File: src/rtl/vga_frame_source.sv
// -----------------------------------------------------------------------------
// vga_frame_source
//
// VGA transmitter. A pair of 13-bit raster counters (H_Cont / V_Cont) drives a
// stage-0 decode of HS, VS and BLANK_N. Active positions issue a registered
// read request (pix_rd / pix_x / pix_y) to a synchronous frame store with
// 1-cycle read latency. The sync/blank flags travel through three register
// stages so that a raster position decoded at cycle t is on every oVGA_*
// output at cycle t+3, aligned with the RGB sampled from the frame store.
//
// Optional feature (macro VGA_TEST_PATTERN_EN):
//   adds input pattern_sel; when high for a pixel, no read is issued and the
//   pixel colour is {x[7:0], y[7:0], (x+y)[7:0]} instead of pix_data.
//
// Ports:
//   VGA_CLK       in   pixel clock (only clock)
//   reset         in   synchronous, active-high reset
//   enable        in   run; low forces counters to 0 and idles stage 0
//   pattern_sel   in   (VGA_TEST_PATTERN_EN only) select internal pattern
//   pix_rd        out  frame-store read strobe
//   pix_x, pix_y  out  read column / row (0 when pix_rd=0)
//   pix_data      in   {R,G,B}, valid the cycle after pix_rd
//   oVGA_R/G/B    out  colour, forced 0 while oVGA_BLANK_N=0
//   oVGA_HS/VS    out  active-low syncs
//   oVGA_SYNC_N   out  constant 0
//   oVGA_BLANK_N  out  high during active pixels
//   frame_start   out  1-cycle pulse with pixel (0,0) on the outputs
//   frame_count   out  frames emitted, wraps 255 -> 0
// -----------------------------------------------------------------------------
module vga_frame_source #(
  parameter int WIDTH        = 640,
  parameter int HEIGHT       = 480,
  parameter int H_SYNC_CYC   = 96,
  parameter int H_SYNC_BACK  = 48,
  parameter int H_SYNC_FRONT = 16,
  parameter int V_SYNC_CYC   = 2,
  parameter int V_SYNC_BACK  = 33,
  parameter int V_SYNC_FRONT = 10
) (
  input  logic        VGA_CLK,
  input  logic        reset,
  input  logic        enable,
`ifdef VGA_TEST_PATTERN_EN
  input  logic        pattern_sel,
`endif
  output logic        pix_rd,
  output logic [9:0]  pix_x,
  output logic [9:0]  pix_y,
  input  logic [23:0] pix_data,
  output logic [7:0]  oVGA_R,
  output logic [7:0]  oVGA_G,
  output logic [7:0]  oVGA_B,
  output logic        oVGA_HS,
  output logic        oVGA_VS,
  output logic        oVGA_SYNC_N,
  output logic        oVGA_BLANK_N,
  output logic        frame_start,
  output logic [7:0]  frame_count
);

  // Raster geometry: the blanking interval comes first in each line / frame,
  // active video occupies the tail.
  localparam int H_BLANK_I = H_SYNC_FRONT + H_SYNC_CYC + H_SYNC_BACK;
  localparam int H_TOTAL_I = H_BLANK_I + WIDTH;
  localparam int V_BLANK_I = V_SYNC_FRONT + V_SYNC_CYC + V_SYNC_BACK;
  localparam int V_TOTAL_I = V_BLANK_I + HEIGHT;

  localparam logic [12:0] H_BLANK_C = 13'(H_BLANK_I);
  localparam logic [12:0] H_LAST_C  = 13'(H_TOTAL_I - 1);
  localparam logic [12:0] HS_LO_C   = 13'(H_SYNC_FRONT);
  localparam logic [12:0] HS_HI_C   = 13'(H_SYNC_FRONT + H_SYNC_CYC);
  localparam logic [12:0] V_BLANK_C = 13'(V_BLANK_I);
  localparam logic [12:0] V_LAST_C  = 13'(V_TOTAL_I - 1);
  localparam logic [12:0] VS_LO_C   = 13'(V_SYNC_FRONT);
  localparam logic [12:0] VS_HI_C   = 13'(V_SYNC_FRONT + V_SYNC_CYC);

  // Raster counters
  logic [12:0] h_cont_q, h_cont_d;
  logic [12:0] v_cont_q, v_cont_d;

  // Stage-0 decode (combinational from the counters)
  logic        hs_s, vs_s, blank_n_s, sof_s, rd_s;
  logic [9:0]  x_s, y_s;

  // Stage 1
  logic        hs1_q, vs1_q, blank1_q, sof1_q;
  logic        pix_rd_q;
  logic [9:0]  pix_x_q, pix_y_q;

  // Stage 2
  logic        hs2_q, vs2_q, blank2_q, sof2_q;

  // Stage 3 (outputs)
  logic        hs3_q, vs3_q, blank3_q, sof3_q;
  logic [23:0] rgb_q, rgb_d;
  logic [7:0]  frame_count_q, frame_count_d;

`ifdef VGA_TEST_PATTERN_EN
  logic        pat1_q, pat2_q;
  logic [23:0] pat_rgb1_q, pat_rgb2_q;
`endif

  // Next raster position; a disabled generator parks at (0,0) so that it
  // restarts cleanly from the top-left corner.
  always_comb begin
    h_cont_d = 13'd0;
    v_cont_d = 13'd0;
    if (!enable) begin
      h_cont_d = 13'd0;
      v_cont_d = 13'd0;
    end else if (h_cont_q == H_LAST_C) begin
      h_cont_d = 13'd0;
      if (v_cont_q == V_LAST_C) begin
        v_cont_d = 13'd0;
      end else begin
        v_cont_d = v_cont_q + 13'd1;
      end
    end else begin
      h_cont_d = h_cont_q + 13'd1;
      v_cont_d = v_cont_q;
    end
  end

  // Raster counter registers
  always_ff @(posedge VGA_CLK) begin
    if (reset) begin
      h_cont_q <= 13'd0;
      v_cont_q <= 13'd0;
    end else begin
      h_cont_q <= h_cont_d;
      v_cont_q <= v_cont_d;
    end
  end

  // Stage-0 decode; idle values are injected while disabled.
  always_comb begin
    hs_s      = 1'b1;
    vs_s      = 1'b1;
    blank_n_s = 1'b0;
    sof_s     = 1'b0;
    x_s       = 10'd0;
    y_s       = 10'd0;
    if (enable) begin
      hs_s      = ~((h_cont_q > HS_LO_C) && (h_cont_q <= HS_HI_C));
      vs_s      = ~((v_cont_q > VS_LO_C) && (v_cont_q <= VS_HI_C));
      blank_n_s = (h_cont_q >= H_BLANK_C) && (v_cont_q >= V_BLANK_C);
      // First active position of the frame is pixel (0,0).
      sof_s     = (h_cont_q == H_BLANK_C) && (v_cont_q == V_BLANK_C);
      x_s       = 10'(h_cont_q - H_BLANK_C);
      y_s       = 10'(v_cont_q - V_BLANK_C);
    end else begin
      hs_s      = 1'b1;
      vs_s      = 1'b1;
      blank_n_s = 1'b0;
      sof_s     = 1'b0;
      x_s       = 10'd0;
      y_s       = 10'd0;
    end
  end

  // Read request is suppressed for pixels taken from the internal pattern.
`ifdef VGA_TEST_PATTERN_EN
  assign rd_s = blank_n_s & ~pattern_sel;
`else
  assign rd_s = blank_n_s;
`endif

  // Stage 1: sync/blank delay plus the registered frame-store request.
  always_ff @(posedge VGA_CLK) begin
    if (reset) begin
      hs1_q    <= 1'b1;
      vs1_q    <= 1'b1;
      blank1_q <= 1'b0;
      sof1_q   <= 1'b0;
      pix_rd_q <= 1'b0;
      pix_x_q  <= 10'd0;
      pix_y_q  <= 10'd0;
    end else begin
      hs1_q    <= hs_s;
      vs1_q    <= vs_s;
      blank1_q <= blank_n_s;
      sof1_q   <= sof_s;
      pix_rd_q <= rd_s;
      pix_x_q  <= rd_s ? x_s : 10'd0;
      pix_y_q  <= rd_s ? y_s : 10'd0;
    end
  end

  // Stage 2: pix_data for the stage-2 position is on the bus this cycle.
  always_ff @(posedge VGA_CLK) begin
    if (reset) begin
      hs2_q    <= 1'b1;
      vs2_q    <= 1'b1;
      blank2_q <= 1'b0;
      sof2_q   <= 1'b0;
    end else begin
      hs2_q    <= hs1_q;
      vs2_q    <= vs1_q;
      blank2_q <= blank1_q;
      sof2_q   <= sof1_q;
    end
  end

`ifdef VGA_TEST_PATTERN_EN
  // Pattern colour follows the same two-stage path as the read data.
  always_ff @(posedge VGA_CLK) begin
    if (reset) begin
      pat1_q     <= 1'b0;
      pat2_q     <= 1'b0;
      pat_rgb1_q <= 24'd0;
      pat_rgb2_q <= 24'd0;
    end else begin
      pat1_q     <= pattern_sel;
      pat2_q     <= pat1_q;
      pat_rgb1_q <= {x_s[7:0], y_s[7:0], x_s[7:0] + y_s[7:0]};
      pat_rgb2_q <= pat_rgb1_q;
    end
  end
`endif

  // Output colour source and blanking; frame counter advance.
  always_comb begin
    rgb_d         = 24'd0;
    frame_count_d = frame_count_q;
    if (blank2_q) begin
`ifdef VGA_TEST_PATTERN_EN
      if (pat2_q) begin
        rgb_d = pat_rgb2_q;
      end else begin
        rgb_d = pix_data;
      end
`else
      rgb_d = pix_data;
`endif
    end else begin
      rgb_d = 24'd0;
    end
    if (sof2_q) begin
      frame_count_d = frame_count_q + 8'd1;
    end else begin
      frame_count_d = frame_count_q;
    end
  end

  // Stage 3: output registers, all aligned to the same raster position.
  always_ff @(posedge VGA_CLK) begin
    if (reset) begin
      hs3_q         <= 1'b1;
      vs3_q         <= 1'b1;
      blank3_q      <= 1'b0;
      sof3_q        <= 1'b0;
      rgb_q         <= 24'd0;
      frame_count_q <= 8'd0;
    end else begin
      hs3_q         <= hs2_q;
      vs3_q         <= vs2_q;
      blank3_q      <= blank2_q;
      sof3_q        <= sof2_q;
      rgb_q         <= rgb_d;
      frame_count_q <= frame_count_d;
    end
  end

  assign pix_rd       = pix_rd_q;
  assign pix_x        = pix_x_q;
  assign pix_y        = pix_y_q;
  assign oVGA_R       = rgb_q[23:16];
  assign oVGA_G       = rgb_q[15:8];
  assign oVGA_B       = rgb_q[7:0];
  assign oVGA_HS      = hs3_q;
  assign oVGA_VS      = vs3_q;
  assign oVGA_BLANK_N = blank3_q;
  assign oVGA_SYNC_N  = 1'b0;
  assign frame_start  = sof3_q;
  assign frame_count  = frame_count_q;

endmodule

File: config.mk
export PLATFORM = sky130hd
export DESIGN_NAME = vga_frame_source
export DESIGN_NICKNAME = d
export VERILOG_FILES = /design/src/rtl/vga_frame_source.sv
export SDC_FILE = /design/constraint.sdc
export NUM_CORES = 1
export LEC_CHECK = 0
export BUFFER_PORTS_ARGS = -buffer_cell sky130_fd_sc_hd__buf_2
export CELL_PAD_IN_SITES_DETAIL_PLACEMENT = 2
export CELL_PAD_IN_SITES_GLOBAL_PLACEMENT = 2
export CORE_MARGIN = 2
export CORE_UTILIZATION = 34
export CTS_CLUSTER_DIAMETER = 40
export DETAILED_ROUTE_END_ITERATION = 10
export PLACE_DENSITY_LB_ADDON = 0.1
export SLEW_MARGIN = 5
export SYNTH_ARGS = -nofsm -noshare
export SYNTH_HDL_FRONTEND = slang
export SYNTH_SLANG_ARGS = --single-unit
File: constraint.sdc
create_clock -name VGA_CLK -period 3.7 [get_ports VGA_CLK]
set_clock_uncertainty 0.15 [all_clocks]
set_input_delay 0.925 -clock VGA_CLK [delete_from_list [all_inputs] [get_ports VGA_CLK]]
set_output_delay 0.925 -clock VGA_CLK [all_outputs]
set_load 0.02 [all_outputs]
==> results of run 1 <==
==> stage by stage <==
stage	power, uW	cell area [sq um]	hold slack [ns]
3_3_place_gp	1020	3970	0.243
4_1_cts	1670	4160	0.268
2_1_floorplan	1000	3490	0.239
6_report	1640	4160	0.265
5_1_grt	1710	4160	0.293
3_5_place_dp	1020	3970	0.246
==> cell type report <==
type / instances / area, sq um / share of cell area (%)
timing repair buffer: 86 / 438 / 10.5
sequential: 90 / 1800 / 43.3
clock buffer: 12 / 155 / 3.73
tap: 133 / 166 / 4.00
clock inverter: 4 / 33.8 / 0.812
inverter: 14 / 52.6 / 1.26
multi-input combinational: 244 / 1520 / 36.4
==> flip-flops by register name, indices dropped and copies added, names as in the netlist <==
register,count
blank2_q,1
hs2_q,1
rgb_q,24
pix_y,10
pix_rd,1
oVGA_VS,1
sof2_q,1
oVGA_BLANK_N,1
vs1_q,1
frame_count,8
vs2_q,1
sof1_q,1
oVGA_HS,1
v_cont_q,13
frame_start,1
pix_x,10
h_cont_q,13
hs1_q,1
==> cell families after synthesis <==
logic type               count (synthesis)  share of synthesized area [%]
XOR/XNOR                                22                           5.53
other                                    1                          0.108
adder cells (fa/ha/maj)                 11                           3.95
AND/OR/NAND/NOR                        160                           25.1
multiplexers                             1                          0.287
buffers and inverters                   39                           4.85
AO/OA/AOI/OAI                           49                           8.47
flip-flops                              90                           51.7
==> cell usage after synthesis (all sizes together) (2+ instances only) <==
library cell / number / area, sq um
nor2b: 7 / 43.8
nor3: 8 / 40.0
clkbuf: 19 / 71.3
o21a: 3 / 22.5
ha: 11 / 138
a21oi: 19 / 95.1
nand3: 11 / 55.1
nor4: 8 / 50.1
nand4: 8 / 50.1
or3: 11 / 68.8
or2: 5 / 31.3
or4: 8 / 60.1
nor3b: 2 / 15.0
a31oi: 2 / 12.5
nor2: 37 / 139
nand2: 18 / 67.6
nor4b: 2 / 17.5
xnor2: 15 / 131
and3: 3 / 18.8
and2: 26 / 163
dfxtp: 90 / 1800
o21ai: 13 / 65.1
buf: 6 / 45.0
inv: 14 / 52.6
xor2: 7 / 61.3
o31ai: 7 / 52.6
==> report_power, final <==
part / switching (uW) / total [uW] / internal (uW)
clock: 359 / 646 / 286
sequential: 1.62 / 970 / 969
combinational: 15.3 / 28.2 / 12.9
total: 376 / 1640 / 1270
==> worst paths after layout <==
check,start,endpoint,cells past startpoint
max,h_cont_q[7]$_SDFF_PP0_,v_cont_q[12]$_SDFFE_PP0P_,4
min,vs1_q$_SDFF_PP1_,vs2_q$_SDFF_PP1_,1
max reg2reg,h_cont_q[7]$_SDFF_PP0_,v_cont_q[12]$_SDFFE_PP0P_,4
min reg2reg,vs1_q$_SDFF_PP1_,vs2_q$_SDFF_PP1_,1
==> worst max-delay path, stage by stage (launching register included) <==
cell     delay (ns)
dfxtp_1        0.43
or4b_4         0.57
or4_1          0.92
or4_1          0.63
a21oi_1        0.16
==> cell usage in the layout (no fill, tap or decap), types with 2 or more instances in the layout <==
| master | netlist | final |
|---|---|---|
| o31ai_1 | 7 | 7 |
| buf_2 | 3 | 83 |
| nor2_1 | 37 | 37 |
| nor2b_1 | 7 | 7 |
| or4_1 | 8 | 8 |
| o21a_1 | 3 | 3 |
| or3_1 | 11 | 11 |
| nor3b_1 | 2 | 2 |
| a31oi_1 | 2 | 2 |
| nor3_1 | 8 | 8 |
| inv_1 | 14 | 14 |
| xor2_1 | 7 | 7 |
| ha_1 | 11 | 11 |
| and3_1 | 3 | 3 |
| clkinv_4 | 0 | 2 |
| a21oi_1 | 19 | 19 |
| clkbuf_8 | 0 | 11 |
| or2_2 | 5 | 5 |
| and2_1 | 26 | 26 |
| nand3_1 | 11 | 11 |
| buf_4 | 1 | 3 |
| nand4_1 | 8 | 8 |
| dfxtp_1 | 90 | 90 |
| nand2_1 | 18 | 18 |
| o21ai_0 | 13 | 13 |
| nor4b_1 | 2 | 2 |
| xnor2_1 | 15 | 15 |
| nor4_1 | 8 | 8 |
==> routing by layer <==
metal | share of wire, % | vias up | track usage [%]
met3 | 3.3 | 11 | 2.91
li1 | - | 1403 | -
met5 | 0 | - | 0
met4 | 1.8 | 0 | 6.95
met2 | 48 | 62 | 28.4
met1 | 47 | 1375 | 22.4
==> out/metrics.yaml, run 1 <==
status:
  outcome: "completed"
clock_tree:
  insertion_delay_ns: 0.36
  htree_levels: 3
  clock_sinks: 90
  root_buffer: "clkbuf_8"
  cts_tree: "yes"
  cts_buffer_depth: 2
  cts_resized: 0
  postCtsSetupBuffers: 0
  postCtsHoldBufs: 0
  cts_buffers: 9
  path_clk_slew_ns: 0.09
sta:
  worst_slack_ns: 0.764
  rsz0062_at_grt: "false"
  finalHoldViolCount: 0
  max_freq_ghz: 0.341
  slew_headroom_pct: 47.4
  slew_violations: 0
  setup_viol: 0
  period_minus_slack_ns: 2.94
  tightest_slew_ns: 0.790
  min_period_over_period_pct: 79.3
  fin_setup_tns_ns: 0
die:
  die_w_um: 105
  die_area_sq_mm: 0.0111
  pin_count: 85
  die_y_um: 105
  rows: 36
  fp.coreArea_sq_mm: 0.00986
  start_util_pct: 35.3
grt:
  grt_pass1_vias: 2981
  grt_overflow: 0
  grt_pass1_wl_mm: 15.2
  grt_usage_pct: 17.3
  grt_antenna_before_repair: 0
  grt_max_degree: 28
yosys:
  synth_cell_type_count: 41
  ys_warn_count: 0
  synth_ff_type: "dfxtp_1"
  async_flop_share_pct: 0
  syn_area_sq_mm: 0.00349
  syn_avg_cell_area_sq_um: 9.35
  synth_nets: 411
  ys_seq_area_share_pct: 51.7
  ys_ff_latch: 90
  synth_edf_count: 0
  syn_inst: 373
setup_path:
  worstPathMaxFanout: 27
  cp-end-kind: "flip-flop"
  crit_type: "flip-flop to flip-flop"
  critical_path_required_ns: 3.84
  crit_arrival_ns: 3.07
  ff2ff_setup_slack_ns: 0.76
  startpoint_type: "flip-flop"
final_layout:
  area_delta_synth_final_pct: 19.4
  nFillCells: 1093
  diodes: 0
  nets: 483
  layout-drive-gt1-share_pct: 23.8
  fin_util_pct: 42.2
  instances_no_fill: 583
place:
  portBuffers: 83
  place.gp.congestion: 0.781
  dpl_worst_slack_ns: 0.812
  hpwl_mm: 6.73
  dpl.cell_count: 567
drt:
  drt_pass1_iterations: 4
  drt_iter0_markers: 89
  num_vias: 2851
  drc: 0
  postRouteWirelength_mm: 9.19
  wl_per_cell_um: 15.8
  drt.antenna.violating_nets: 0
  via_per_inst: 4.89
power:
  power.leakage_uw: 0.00177
  p_per_area_mw_per_mm2: 395
  vdd_drop_max_uv: 147
hold_path:
  hp-class: "flip-flop to flip-flop"
flow_run:
  cap_viol_max_count: 0
(Power assumes the default switching activity.)
==> run 2, diff against run 1 <==
ABC_AREA = 1   (was default)
CORE_UTILIZATION = 27   (was 34)
clock period = 2.7 ns   (was 3.7 ns; I/O delays follow)
==> out/metrics.yaml, run 2 <==
status:
  outcome: "completed"
sta:
  slew_violations: 0  # unchanged
  setup_viol: 0  # unchanged
  min_period_over_period_pct: 72.6  # -6.8 points
  max_freq_ghz: 0.510  # +50%
  whs_ns: 0.260  # -0.00471 ns
  fin_setup_tns_ns: 0  # unchanged
  rsz0062_at_grt: "false"
  finalHoldViolCount: 0  # unchanged
  period_minus_slack_ns: 1.96  # -0.976 ns
clock_tree:
  cts_resized: 0  # unchanged
  cts_buffers: 9  # unchanged
  cts_buffer_depth: 2  # unchanged
  postCtsSetupBuffers: 0  # unchanged
  postCtsHoldBufs: 0  # unchanged
  insertion_delay_ns: 0.35  # about the same
  clock_sinks: 90  # unchanged
  root_buffer: "clkbuf_16"
  path_clk_slew_ns: 0.07  # -0.02 ns
  htree_levels: 3  # unchanged
  cts_tree: "yes"
final_layout:
  nets: 627  # +30%
  fin_util_pct: 33.9  # -8.3 points
  register_area_sq_mm: 0.00180  # unchanged
  reg.largest.list: "rgb_q x24, h_cont_q x13, v_cont_q x13"
  diodes: 0  # unchanged
  layout_commonest_cell: "dfxtp_1"
  largest_reg_flops: 24  # unchanged
  multi_input_area_sq_mm: 0.00163  # +7.4%
  largest-register: "rgb_q"
  fin_area_sq_mm: 0.00472  # +13%
  nFillCells: 1643  # +50%
  layout-drive-gt1-share_pct: 23.7  # -0.040 points
  instances_no_fill: 774  # +33%
  layout_common_cells: "90 x dfxtp_1, 86 x nor2_1, 83 x buf_2"
  area_delta_synth_final_pct: 22.1
setup_path:
  critPathBufInv: 2  # +2
  worstReg2RegEnd: "pix_y[0]$_SDFF_PP0_"
  ff2ff_path_depth: 8  # +4
  regToRegStartpoint: "h_cont_q[5]$_SDFF_PP0_"
  crit_arrival_ns: 2.09  # -0.98 ns
  critical_path_required_ns: 2.83  # -1.01 ns
  worstPathMaxFanout: 11  # -59%
  crit_type: "flip-flop to flip-flop"
  ff2ff_setup_slack_ns: 0.74  # -0.02 ns
  crit_family: "flip-flops"
  cp_cell_sequence: "inv_1 > ha_1 > o21ai_1 > o21ai_0 > nand2_1 > nand2_2 > buf_12 > nor2_2"
  startpoint_type: "flip-flop"
  cp-end-kind: "flip-flop"
  slowest_stage: "dfxtp_1"
  slowest_delay_ns: 0.49  # -0.43 ns
yosys:
  yosys-top-cells-count: "90 x dfxtp_1, 86 x nor2_1, 82 x nand2_1"
  syn_avg_cell_area_sq_um: 7.64  # -18%
  ys_warn_count: 0  # unchanged
  synth_most_common_cell: "dfxtp_1"
  syn_inst: 506  # +36%
  synth_area_leaders: "dfxtp_1 47%, nor2_1 8.3%, nand2_1 8.0%"
  synth_area_leader_cell: "dfxtp_1"
  synth_cell_type_count: 34  # -17%
  synth_nets: 544  # +32%
  ys_ff_latch: 90  # unchanged
  syn_area_sq_mm: 0.00387  # +11%
  synth_edf_count: 0  # unchanged
  synth_ff_type: "dfxtp_1"
  async_flop_share_pct: 0  # unchanged
  ys_seq_area_share_pct: 46.6  # -5.1 points
  synth_top_area_share_pct: 46.6  # -5.1 points
die:
  rows: 43  # +19%
  pin_count: 85  # unchanged
  start_util_pct: 27.7  # -7.6 points
  die_y_um: 124  # +17%
  die_area_sq_mm: 0.0153  # +38%
  die_w_um: 124  # +17%
  fp.coreArea_sq_mm: 0.0139  # +41%
grt:
  grt_pass1_vias: 3627  # +22%
  grt_overflow: 0  # unchanged
  grt_antenna_before_repair: 0  # unchanged
  grt_max_degree: 26  # -7.1%
  grt_usage_pct: 15.2  # -2.1 points
  grt_pass1_wl_mm: 17.9  # +18%
drt:
  wl_met2_mm: 5.08  # +16%
  drt_pass1_iterations: 4  # unchanged
  via_per_inst: 4.42  # -9.6%
  wl_per_cell_um: 14.3  # -9.4%
  wl_met3_um: 548  # +80%
  drt.antenna.violating_nets: 0  # unchanged
  highest-signal-layer: "met4"
  wl_met1_mm: 5.22  # +21%
  num_vias: 3421  # +20%
  drt_iter0_markers: 103  # +16%
  drc: 0  # unchanged
  postRouteWirelength_mm: 11.0  # +20%
hold_path:
  hold_start: "sof1_q$_SDFF_PP0_"
  hp-class: "flip-flop to flip-flop"
  min_path_cells: 2  # +1
  min_to: "sof2_q$_SDFF_PP0_"
place:
  portBuffers: 83  # unchanged
  hpwl_mm: 8.69  # +29%
  dpl_cell_area_sq_mm: 0.00443  # +12%
  dpl.cell_count: 758  # +34%
  place.gp.congestion: 0.754  # -3.5%
power:
  power.leakage_uw: 0.00230  # +30%
  vdd_drop_max_uv: 238  # +62%
  p_per_area_mw_per_mm2: 554  # +40%
flow_run:
  cap_viol_max_count: 0  # unchanged
-- run 2: worst min-delay path, delay by kind of cell, from the launching register on --
family        cells  cell delay [ns]
buf+inv           1             0.04
simple gates      1             0.03
flops             1             0.30
-- run 2: how the worst max path moves through the flow --
stage / depth (start not counted) / slack (ns) / start / endpoint
2_1_floorplan: 9 / 0.98 / reset / pix_y[0]$_SDFF_PP0_
4_1_cts: 8 / 0.72 / h_cont_q[5]$_SDFF_PP0_ / pix_y[3]$_SDFF_PP0_
3_3_place_gp: 9 / 0.63 / reset / pix_y[0]$_SDFF_PP0_
5_1_grt: 7 / 0.50 / h_cont_q[0]$_SDFF_PP0_ / v_cont_q[8]$_SDFFE_PP0P_
6_report: 8 / 0.74 / h_cont_q[5]$_SDFF_PP0_ / pix_y[0]$_SDFF_PP0_
3_5_place_dp: 9 / 0.58 / reset / pix_rd$_SDFF_PP0_
-- run 2: routing by layer --
| layer | global-route usage (%) | up-vias |
|---|---|---|
| met1 | 19.5 | 1603 |
| met5 | 0 | - |
| met4 | 5.97 | 0 |
| met2 | 25.1 | 76 |
| met3 | 2.88 | 14 |
| li1 | - | 1728 |
-- run 2: power breakdown --
| group | switching [uW] | leakage, uW | total, uW | internal (uW) |
|---|---|---|---|---|
| sequential | 1.54 | 0.000725 | 1330 | 1330 |
| combinational | 31.8 | 0.00144 | 54.1 | 22.3 |
| clock | 588 | 0.000137 | 1230 | 645 |
| total | 621 | 0.00230 | 2620 | 1990 |
-- run 2: kinds of logic after synthesis --
kind of cell | share of synthesized area [%]
AND/OR/NAND/NOR | 30.1
buffers and inverters | 11.3
flip-flops | 46.6
AO/OA/AOI/OAI | 5.60
XOR/XNOR | 2.72
adder cells (fa/ha/maj) | 3.56
other | 0.0970
-- run 2: cell type report --
class                      count  share of cell area, %
clock buffer                  10                   4.85
clock inverter                 6                   1.25
inverter                      84                   6.79
multi-input combinational    317                   34.5
sequential                    90                   38.2
tap                          180                   4.77
timing repair buffer          87                   9.70
-- run 2: per-stage QoR --
stage / power [uW] / worst slack [ns]
after global placement: 1410 / 0.630
after floorplan: 1390 / 0.982
after CTS: 2660 / 0.722
final: 2620 / 0.741
after detailed placement: 1420 / 0.582
after global routing: 2730 / 0.497
